[src/rtl/mips_uart_rx_if.sv]
// Debug-unit side of the MIPS UART receiver: serial line in, byte/flags out.
// With MIPS_UART_RX_PARITY_EN defined the bundle also carries o_parity_err.
interface mips_uart_rx_if #(parameter int DATA_BITS = 8);
   logic                 i_rx;
   logic                 i_rx_reset;
   logic [DATA_BITS-1:0] o_rx_data;
   logic                 o_rx_ready;
   logic                 o_frame_err;
   logic                 o_overrun;
`ifdef MIPS_UART_RX_PARITY_EN
   logic                 o_parity_err;
`endif

   modport slave (
      input  i_rx, i_rx_reset,
      output o_rx_data, o_rx_ready, o_frame_err, o_overrun
`ifdef MIPS_UART_RX_PARITY_EN
      , o_parity_err
`endif
   );

   modport master (
      output i_rx, i_rx_reset,
      input  o_rx_data, o_rx_ready, o_frame_err, o_overrun
`ifdef MIPS_UART_RX_PARITY_EN
      , o_parity_err
`endif
   );
endinterface

[src/rtl/mips_uart_rx.sv]
// 8N1 UART receiver with oversampling tick, 2-flop synchroniser and sticky error flags.
// Define MIPS_UART_RX_PARITY_EN for 8E1 frames and the o_parity_err output.
module mips_uart_rx #(
   parameter int DATA_BITS  = 8,
   parameter int CLK_DIV    = 163,
   parameter int OVERSAMPLE = 16
) (
   input logic           clk,
   input logic           reset,
   mips_uart_rx_if.slave bus
);
   localparam int CW = $clog2(CLK_DIV);
   localparam int SW = $clog2(OVERSAMPLE);
   localparam int NW = (DATA_BITS > 1) ? $clog2(DATA_BITS) : 1;
   localparam logic [CW-1:0] T_LAST = CW'(CLK_DIV - 1);
   localparam logic [SW-1:0] S_HALF = SW'(OVERSAMPLE / 2 - 1);
   localparam logic [SW-1:0] S_LAST = SW'(OVERSAMPLE - 1);
   localparam logic [NW-1:0] N_LAST = NW'(DATA_BITS - 1);

   typedef enum logic [2:0] {IDLE, START, DATA,
`ifdef MIPS_UART_RX_PARITY_EN
      PARITY,
`endif
      STOP} state_t;

   state_t               state, state_d;
   logic [1:0]           sync;
   logic [CW-1:0]        tcnt;
   logic [SW-1:0]        s_cnt;
   logic [NW-1:0]        n_cnt;
   logic [DATA_BITS-1:0] shreg, rx_data;
   logic                 rx_s, tick, armed;
   logic                 rdy, fe, ov;
   logic                 s_clr, s_inc, n_clr, n_inc, do_shift, stop_smp;
`ifdef MIPS_UART_RX_PARITY_EN
   logic                 pe, par_bad, par_smp;
`endif

   assign rx_s = sync[1];
   assign tick = (tcnt == T_LAST);

   always_ff @(posedge clk or negedge reset)
      if (!reset) state <= IDLE;
      else        state <= state_d;

   always_comb begin
      state_d  = state;
      s_clr    = 1'b0;
      s_inc    = 1'b0;
      n_clr    = 1'b0;
      n_inc    = 1'b0;
      do_shift = 1'b0;
      stop_smp = 1'b0;
`ifdef MIPS_UART_RX_PARITY_EN
      par_smp  = 1'b0;
`endif
      case (state)
         // armed blocks a held-low line from being taken as a fresh start bit
         IDLE: if (!rx_s && armed) begin state_d = START; s_clr = 1'b1; end
         START: if (tick) begin
            if (s_cnt == S_HALF) begin
               if (rx_s) state_d = IDLE;
               else begin state_d = DATA; s_clr = 1'b1; n_clr = 1'b1; end
            end else s_inc = 1'b1;
         end
         DATA: if (tick) begin
            if (s_cnt == S_LAST) begin
               do_shift = 1'b1;
               s_clr    = 1'b1;
`ifdef MIPS_UART_RX_PARITY_EN
               if (n_cnt == N_LAST) state_d = PARITY;
`else
               if (n_cnt == N_LAST) state_d = STOP;
`endif
               else n_inc = 1'b1;
            end else s_inc = 1'b1;
         end
`ifdef MIPS_UART_RX_PARITY_EN
         PARITY: if (tick) begin
            if (s_cnt == S_LAST) begin par_smp = 1'b1; s_clr = 1'b1; state_d = STOP; end
            else s_inc = 1'b1;
         end
`endif
         STOP: if (tick) begin
            if (s_cnt == S_LAST) begin stop_smp = 1'b1; state_d = IDLE; end
            else s_inc = 1'b1;
         end
         default: state_d = IDLE;
      endcase
   end

   always_ff @(posedge clk or negedge reset) begin
      if (!reset) begin
         sync    <= 2'b11;
         tcnt    <= '0;
         s_cnt   <= '0;
         n_cnt   <= '0;
         shreg   <= '0;
         armed   <= 1'b1;
         rx_data <= '0;
         rdy     <= 1'b0;
         fe      <= 1'b0;
         ov      <= 1'b0;
`ifdef MIPS_UART_RX_PARITY_EN
         pe      <= 1'b0;
         par_bad <= 1'b0;
`endif
      end else begin
         sync <= {sync[0], bus.i_rx};
         tcnt <= tick ? '0 : tcnt + 1'b1;
         if (s_clr)      s_cnt <= '0;
         else if (s_inc) s_cnt <= s_cnt + 1'b1;
         if (n_clr)      n_cnt <= '0;
         else if (n_inc) n_cnt <= n_cnt + 1'b1;
         if (do_shift) shreg <= {rx_s, shreg[DATA_BITS-1:1]};
`ifdef MIPS_UART_RX_PARITY_EN
         if (par_smp) par_bad <= (^shreg) ^ rx_s;
`endif
         if (state == IDLE && tick && rx_s) armed <= 1'b1;
         if (stop_smp) armed <= rx_s;

         // clear first so that a same-cycle completion below takes priority
         if (bus.i_rx_reset) begin
            rdy <= 1'b0;
            if (!rdy) begin
               fe <= 1'b0;
               ov <= 1'b0;
`ifdef MIPS_UART_RX_PARITY_EN
               pe <= 1'b0;
`endif
            end
         end
         if (stop_smp) begin
            if (!rx_s) fe <= 1'b1;
`ifdef MIPS_UART_RX_PARITY_EN
            else if (par_bad) pe <= 1'b1;
`endif
            else begin
               rx_data <= shreg;
               rdy     <= 1'b1;
               if (rdy && !bus.i_rx_reset) ov <= 1'b1;
            end
         end
      end
   end

   assign bus.o_rx_data   = rx_data;
   assign bus.o_rx_ready  = rdy;
   assign bus.o_frame_err = fe;
   assign bus.o_overrun   = ov;
`ifdef MIPS_UART_RX_PARITY_EN
   assign bus.o_parity_err = pe;
`endif
endmodule

[src/flat_wrapper.sv]
// flat-port wrapper written by rule: the top's interface ports become plain ports
module mips_uart_rx_flat 
#(
   parameter int DATA_BITS  = 8,
   parameter int CLK_DIV    = 163,
   parameter int OVERSAMPLE = 16
)
  (clk, reset, bus_i_rx, bus_i_rx_reset, bus_o_rx_data, bus_o_rx_ready, bus_o_frame_err, bus_o_overrun);
  mips_uart_rx_if #(.DATA_BITS(DATA_BITS)) bus_i ();
  input logic clk;
  input logic reset;
  input wire logic [$bits(bus_i.i_rx)-1:0] bus_i_rx;
  input wire logic [$bits(bus_i.i_rx_reset)-1:0] bus_i_rx_reset;
  output wire logic [$bits(bus_i.o_rx_data)-1:0] bus_o_rx_data;
  output wire logic [$bits(bus_i.o_rx_ready)-1:0] bus_o_rx_ready;
  output wire logic [$bits(bus_i.o_frame_err)-1:0] bus_o_frame_err;
  output wire logic [$bits(bus_i.o_overrun)-1:0] bus_o_overrun;
  assign bus_i.i_rx = bus_i_rx;
  assign bus_i.i_rx_reset = bus_i_rx_reset;
  assign bus_o_rx_data = bus_i.o_rx_data;
  assign bus_o_rx_ready = bus_i.o_rx_ready;
  assign bus_o_frame_err = bus_i.o_frame_err;
  assign bus_o_overrun = bus_i.o_overrun;
  mips_uart_rx #(.DATA_BITS(DATA_BITS), .CLK_DIV(CLK_DIV), .OVERSAMPLE(OVERSAMPLE)) u_core (.clk(clk), .reset(reset), .bus(bus_i));
endmodule
[config.mk]
export PLATFORM = sky130hd
export DESIGN_NAME = mips_uart_rx_flat
export DESIGN_NICKNAME = d
export VERILOG_FILES = /design/src/rtl/mips_uart_rx_if.sv /design/src/rtl/mips_uart_rx.sv /design/src/flat_wrapper.sv
export SDC_FILE = /design/constraint.sdc
export NUM_CORES = 1
export LEC_CHECK = 0
export CAP_MARGIN = 30
export CORE_MARGIN = 2
export CORE_UTILIZATION = 50
export CTS_CLUSTER_DIAMETER = 120
export DETAILED_ROUTE_END_ITERATION = 8
export GPL_ROUTABILITY_DRIVEN = 1
export GPL_TIMING_DRIVEN = 1
export PLACE_DENSITY = 0.7
export SETUP_SLACK_MARGIN = 0.3
export SYNTH_ARGS = -nofsm -noshare
export SYNTH_HDL_FRONTEND = slang
export SYNTH_SLANG_ARGS = --single-unit
[constraint.sdc]
create_clock -name clk -period 4.1 [get_ports clk]
set_input_delay 0.82 -clock clk [delete_from_list [all_inputs] [get_ports clk]]
set_output_delay 0.82 -clock clk [all_outputs]
set_load 0.02 [all_outputs]
==> flow_metrics.py, run 1 <==
metrics = {
    "grt": {
        "grt_pass1_vias": 1174,
        "grt_use_total_pct": 17.0,
        "grt_max_degree": 40,
        "antenna_found_initial": 0,
        "overflow": 0,
        "grt_pass1_wl_um": 5360,
    },
    "timing": {
        "finalCritPeriodShare_pct": 58.7,
        "period_needed_ns": 2.41,
        "max_slew_margin_pct": 44.5,
        "hold_viol_final": 0,
        "final-setup-viol-count": 0,
        "fin_setup_tns_ns": 0,
        "clock_skew_ns": 0.00607,
        "whs_ns": 0.363,
        "fmax_mhz": 415,
        "drv_slew": 0,
        "rsz0062_at_grt": "no",
        "tightest_slew_ns": 0.832,
    },
    "detailed_routing": {
        "viasPerCell": 5.52,
        "dr.pass1.iters": 4,
        "drc": 0,
        "routed_wl_um": 3000,
        "num_vias": 1143,
        "drtIter0Drc": 41,
        "ant_nets": 0,
        "wire_per_inst_um": 14.5,
    },
    "clock_tree": {
        "clock-sinks": 39,
        "cts_inserted_buffers": 5,
        "ctsHoldBuffers": 0,
        "cts_setup_buffers": 0,
        "clock_latency_ns": 0.33,
        "cts.clk_slew.worst_paths_ns": 0.11,
        "cts_root_buffer": "clkbuf_4",
        "cts-resized-gates": 0,
        "clk_path_buf_depth": 2,
        "cts_max_level": 2,
        "cts_tree": "built",
    },
    "floorplan": {
        "row_count": 21,
        "core_mm2": 0.00339,
        "ios": 15,
        "dieArea_mm2": 0.00407,
        "start_util_pct": 52.8,
        "die_w_um": 63.8,
        "die_h_um": 63.8,
    },
    "setup_path": {
        "critPathRequiredTime_ns": 4.32,
        "critPathMaxFanout": 10,
        "r2r_setup_slack_ns": 1.69,
        "slowest_delay_ns": 0.56,
        "worstRegToRegCells": 6,
        "rr_endpoint": "u_core.bus.o_rx_data[6]$_DFFE_PN0P_",
        "r2r-start": "u_core.tcnt[0]$_DFF_PN0_",
        "path_cells": "inv_1 -> ha_1 -> or4b_1 -> nor2_2 -> and4_1 -> mux2_2",
        "path_class": "reg -> reg",
        "end_kind": "flip-flop",
        "cp-start-kind": "flip-flop",
        "cp_slowest_cell": "or4b_1",
        "critPathArrivalTime_ns": 2.63,
    },
    "power": {
        "pwr_density_cell_mw_per_mm2": 304,
        "power_mw": 0.613,
        "power_leakage_nw": 0.942,
        "ir_drop_mv": 0.201,
    },
    "synth": {
        "syn_avg_cell_area_um2": 12.3,
        "synth-compound-area-share_pct": 8.12,
        "ys_warn_count": 0,
        "yosysMostFrequentCell": "dfrtp_1",
        "synth_top_area_share_pct": 50.4,
        "syn-cell-area_mm2": 0.00179,
        "synth-main-ff-cell": "dfrtp_1",
        "ys_ff_latch": 39,
        "synth_edf_count": 0,
        "synth_nets": 154,
        "synth_fa_ha_area_share_pct": 3.50,
        "synthTopCellsByCount": "36 x dfrtp_1, 10 x mux2_2, 9 x nand2_1",
        "yosysTopAreaCell": "dfrtp_1",
        "seq_area_frac_synth_pct": 54.8,
        "synth_top_family_by_area": "simple AND/OR/NAND/NOR gates",
        "synthCells": 145,
        "async_reset_ff_share_pct": 100,
        "yosys.area_share.xor_xnor_pct": 2.45,
        "synth_cell_types": 37,
        "synthTopCellsByArea": "dfrtp_1 50%, mux2_4 6.7%, mux2_2 6.3%",
        "muxShareOfSynthArea_pct": 13.0,
        "yosys.area_share.simple_pct": 16.0,
    },
    "layout": {
        "syn_to_final_growth_pct": 12.9,
        "final_cells": 207,
        "multiInputGateArea_um2": 769,
        "fin_util_pct": 59.5,
        "fill_cells": 287,
        "final_nets": 169,
        "antenna_cells": 0,
        "register_area_um2": 980,
        "drive_gt1_share_pct": 21.1,
    },
    "placed_design": {
        "place_inst": 199,
        "gp_congestion": 0.804,
        "hpwl_um": 2190,
        "io_buffers": 14,
    },
    "job": {
        "maxCapViolCount": 0,
    },
    "min_path": {
        "hold_class": "reg -> reg",
        "hold_end": "u_core.sync[1]$_DFF_PN1_",
        "min_from": "u_core.sync[0]$_DFF_PN1_",
        "hold_depth": 0,
    },
    "outcome": {
        "status": "complete, no violations",
    },
}
==> kinds of logic after synthesis <==
group                    count (synthesis)
adder cells (fa/ha/maj)                  5
buffers and inverters                    8
multiplexers                            18
AND/OR/NAND/NOR                         48
AO/OA/AOI/OAI                           22
XOR/XNOR                                 5
flip-flops                              39
==> where the power goes <==
group	switching, mW	internal [mW]
combinational	0.00761	0.00232
sequential	0.00108	0.386
clock	0.115	0.101
==> critical path: cells and delay by family (launching register included) <==
kind,cells,cell delay [ns]
DFF,1,0.43
muxes,1,0.36
adders and majority gates,1,0.13
buffers and inverters,1,0.07
and+or+nand+nor,3,1.29
==> final cells by class <==
cell class              instances  share of cell area, %
clock buffers                   8                   3.41
repair buffers                 14                   6.70
multi-input cells              98                   38.1
inverters                       2                  0.372
flip-flops and latches         39                   48.5
well taps                      46                   2.85
==> stage by stage <==
step                      setup slack [ns]  cell area, um^2
after floorplan                       1.88             1790
after global placement                1.78             1950
after detailed placement              1.71             1950
after CTS                             1.69             2020
after global routing                  1.52             2020
final                                 1.69             2020
==> per-layer routing <==
metal / GRT usage (%) / vias up / routed length (um)
met3: 4.40 / 4 / 119
li1: - / 560 / -
met4: 5.71 / 0 / 30
met5: 0 / - / 0
met2: 27.9 / 21 / 1440
met1: 22.0 / 558 / 1400
==> registers in the layout, indices dropped and copies added, names as in the netlist <==
name and cells:
u_core.armed 1, u_core.bus.o_frame_err 1, u_core.bus.o_overrun 1, u_core.bus.o_rx_data 8, u_core.bus.o_rx_ready 1, u_core.n_cnt 3, u_core.s_cnt 4, u_core.shreg 8
u_core.state 2, u_core.sync 2, u_core.tcnt 8
==> cell usage in the layout (no fill, tap or decap) <==
cell	netlist	final
nor3_1	2	2
nand2_1	9	9
dfrtp_1	36	36
a32o_1	2	2
and3_1	2	2
nand3b_1	1	1
nand2b_1	3	3
clkdlybuf4s50_1	0	13
a22o_1	4	4
clkbuf_8	0	2
and4_1	2	2
xnor2_1	3	3
or4b_2	1	1
or2_2	1	1
clkbuf_1	4	1
mux2_2	10	10
mux2_4	8	8
nor3b_1	1	1
nor2_1	6	6
or3_1	3	3
xor2_1	2	2
or4b_1	1	1
a21o_1	1	1
inv_1	2	2
ha_1	5	5
nor2b_1	2	2
dfstp_2	3	3
a21oi_1	5	5
buf_2	1	1
a31oi_1	2	2
nand4bb_1	2	2
o21ai_0	7	7
nor4_1	1	1
a221o_1	1	1
or4_4	1	1
clkbuf_4	0	5
nor2_2	2	2
nand4_1	4	4
nand3_1	4	4
==> worst max path at each step <==
stage	start	end	slack, ns	cells after the start
floorplan	u_core.tcnt[0]$_DFF_PN0_	u_core.shreg[0]$_DFFE_PN0P_	1.88	7
global placement	u_core.tcnt[0]$_DFF_PN0_	u_core.bus.o_rx_data[7]$_DFFE_PN0P_	1.78	6
detailed placement	u_core.tcnt[0]$_DFF_PN0_	u_core.bus.o_rx_data[6]$_DFFE_PN0P_	1.71	6
CTS	u_core.tcnt[0]$_DFF_PN0_	u_core.bus.o_rx_data[6]$_DFFE_PN0P_	1.69	6
global route	u_core.tcnt[0]$_DFF_PN0_	u_core.bus.o_rx_data[3]$_DFFE_PN0P_	1.52	6
finish	u_core.tcnt[0]$_DFF_PN0_	u_core.bus.o_rx_data[6]$_DFFE_PN0P_	1.69	6
Note: power is estimated with default switching activity, not from simulation.
==> inputs of run 2 (changes only) <==
Settings changed: PLACE_DENSITY 0.7 to 0.73.
Clock period 4.1 ns to 2.1 ns, I/O delays scaled along.
==> run 2 against run 1 <==
First-iteration DRC count up 59%. Combinational power grew 99%. Die area unchanged. Power is 87% higher. Maximum frequency grew 16%. Clock skew about the same. Via count increased by 9.9%. Setup slack worse by 1.7 ns. Worst hold slack got worse by 0.19 ns. Largest power group unchanged.
==> flow_metrics.py, run 2 (synthesis gave the netlist of run 1 again) <==
metrics = {
    "placed_design": {
        "placed_area_mm2": 0.00205,
        "gp_congestion": 0.748,
        "hpwl_um": 2240,
        "pre_cts_ws_ns": -0.0840,
        "place_inst": 210,
        "io_buffers": 14,
    },
    "floorplan": {
        "row_count": 21,
        "dieArea_mm2": 0.00407,
        "die_h_um": 63.8,
        "core_mm2": 0.00339,
        "start_util_pct": 52.8,
        "ios": 15,
        "die_w_um": 63.8,
    },
    "grt": {
        "overflow": 0,
        "antenna_found_initial": 0,
        "grt_use_total_pct": 18.7,
        "grt_pass1_wl_um": 5870,
        "grt_max_degree": 40,
        "grt_pass1_vias": 1256,
    },
    "timing": {
        "tightest_slew_ns": 0.860,
        "max_slew_margin_pct": 42.6,
        "drv_slew": 0,
        "hold_viol_final": 0,
        "finalCritPeriodShare_pct": 99.1,
        "fmax_mhz": 480,
        "fin_ws_ns": 0.0183,
        "rsz0062_at_grt": "yes",
        "clock_skew_ns": 0.00619,
        "fin_setup_tns_ns": 0,
        "period_needed_ns": 2.08,
        "final-setup-viol-count": 0,
    },
    "layout": {
        "final_common_cell": "dfrtp_1",
        "syn_to_final_growth_pct": 25.9,
        "finalInstanceArea_mm2": 0.00225,
        "final_cells": 224,
        "antenna_cells": 0,
        "drive_gt1_share_pct": 35.4,
        "fill_cells": 242,
        "fin_util_pct": 66.4,
        "layout_common_cells": "36 x dfrtp_1, 13 x mux2_4, 12 x clkdlybuf4s50_1, 12 x buf_4, 9 x nand2_1",
        "final_nets": 186,
    },
    "setup_path": {
        "path_class": "reg -> reg",
        "end_kind": "flip-flop",
        "critPathRequiredTime_ns": 2.33,
        "critPathMaxFanout": 9,
        "r2r-start": "u_core.tcnt[0]$_DFF_PN0_",
        "cp_slowest_cell": "or4_4",
        "worstRegToRegCells": 5,
        "path_cells": "inv_1 -> ha_1 -> or4b_4 -> or4_4 -> mux2_4",
        "r2r_setup_slack_ns": 0.02,
        "path_buf_inv": 1,
        "rr_endpoint": "u_core.shreg[2]$_DFFE_PN0P_",
        "slowest_delay_ns": 0.56,
        "critPathArrivalTime_ns": 2.31,
        "cpLargestDelayFamily": "simple AND/OR/NAND/NOR gates",
        "cp-start-kind": "flip-flop",
    },
    "power": {
        "ir_drop_mv": 0.381,
        "power_leakage_nw": 1.07,
        "pwr_density_cell_mw_per_mm2": 510,
    },
    "detailed_routing": {
        "num_vias": 1256,
        "ant_nets": 0,
        "top_layer": "met4",
        "wl_met3_um": 123,
        "drc": 0,
        "dr.pass1.iters": 4,
        "routed_wl_um": 3450,
        "viasPerCell": 5.61,
        "wire_per_inst_um": 15.4,
        "wirelength_met1_um": 1550,
        "wl_met2_um": 1700,
        "drtIter0Drc": 65,
    },
    "clock_tree": {
        "cts.clk_slew.worst_paths_ns": 0.12,
        "cts_max_level": 2,
        "cts_root_buffer": "clkbuf_4",
        "cts_tree": "built",
        "clk_path_buf_depth": 2,
        "ctsHoldBuffers": 0,
        "clock-sinks": 39,
        "clock_latency_ns": 0.34,
        "cts_inserted_buffers": 5,
    },
    "outcome": {
        "status": "complete, no violations",
    },
    "min_path": {
        "hold_class": "in -> async",
    },
    "job": {
        "maxCapViolCount": 0,
    },
}
[run 2: routing by layer]
| metal | global-route usage (%) | vias to the layer above |
|---|---|---|
| met5 | 0 | - |
| met4 | 9.24 | 0 |
| met3 | 4.40 | 7 |
| met2 | 29.7 | 26 |
| met1 | 23.9 | 628 |
| li1 | - | 595 |
[run 2: metrics by stage]
step	hold WS (ns)	total power, mW
floorplan	0.124	0.771
global placement	0.347	0.791
detailed placement	0.348	0.792
CTS	0.181	1.16
global route	0.220	1.19
finish	0.174	1.15
[run 2: repair_timing]
item / in CTS / in global routing
pin swaps: 9 / 5
gates cloned: 0 / 0
gates resized for setup: 15 / 9
setup endpoints to repair: 27 / 33
setup buffers: 4 / 2
[run 2: worst max-delay path by stage]
| stage | slack [ns] | end | cells after the start | start |
|---|---|---|---|---|
| global placement | 0.04 | u_core.bus.o_rx_data[7]$_DFFE_PN0P_ | 7 | u_core.tcnt[0]$_DFF_PN0_ |
| finish | 0.02 | u_core.shreg[2]$_DFFE_PN0P_ | 5 | u_core.tcnt[0]$_DFF_PN0_ |
| detailed placement | -0.08 | u_core.s_cnt[3]$_DFFE_PN0P_ | 7 | u_core.tcnt[0]$_DFF_PN0_ |
| global route | -0.02 | u_core.bus.o_rx_data[5]$_DFFE_PN0P_ | 7 | u_core.tcnt[0]$_DFF_PN0_ |
| floorplan | -0.04 | u_core.shreg[0]$_DFFE_PN0P_ | 7 | u_core.tcnt[0]$_DFF_PN0_ |
| CTS | 0.02 | u_core.shreg[2]$_DFFE_PN0P_ | 5 | u_core.tcnt[0]$_DFF_PN0_ |
[run 2: area by class of cell]
type                            count  area [um^2]  share of cell area, %
Tap cell                           46         57.6                   2.56
Clock inverter                      2         12.5                  0.556
Clock buffer                        6         41.3                   1.83
Timing Repair Buffer               31          284                   12.6
Inverter                            2         7.51                  0.334
Multi-Input combinational cell     98          868                   38.6
Sequential cell                    39          980                   43.5
[run 2: power breakdown]
part	total, mW	internal, mW	switching, mW
Sequential	0.757	0.754	0.00220
Combinational	0.0198	0.00449	0.0153
Clock	0.371	0.129	0.242
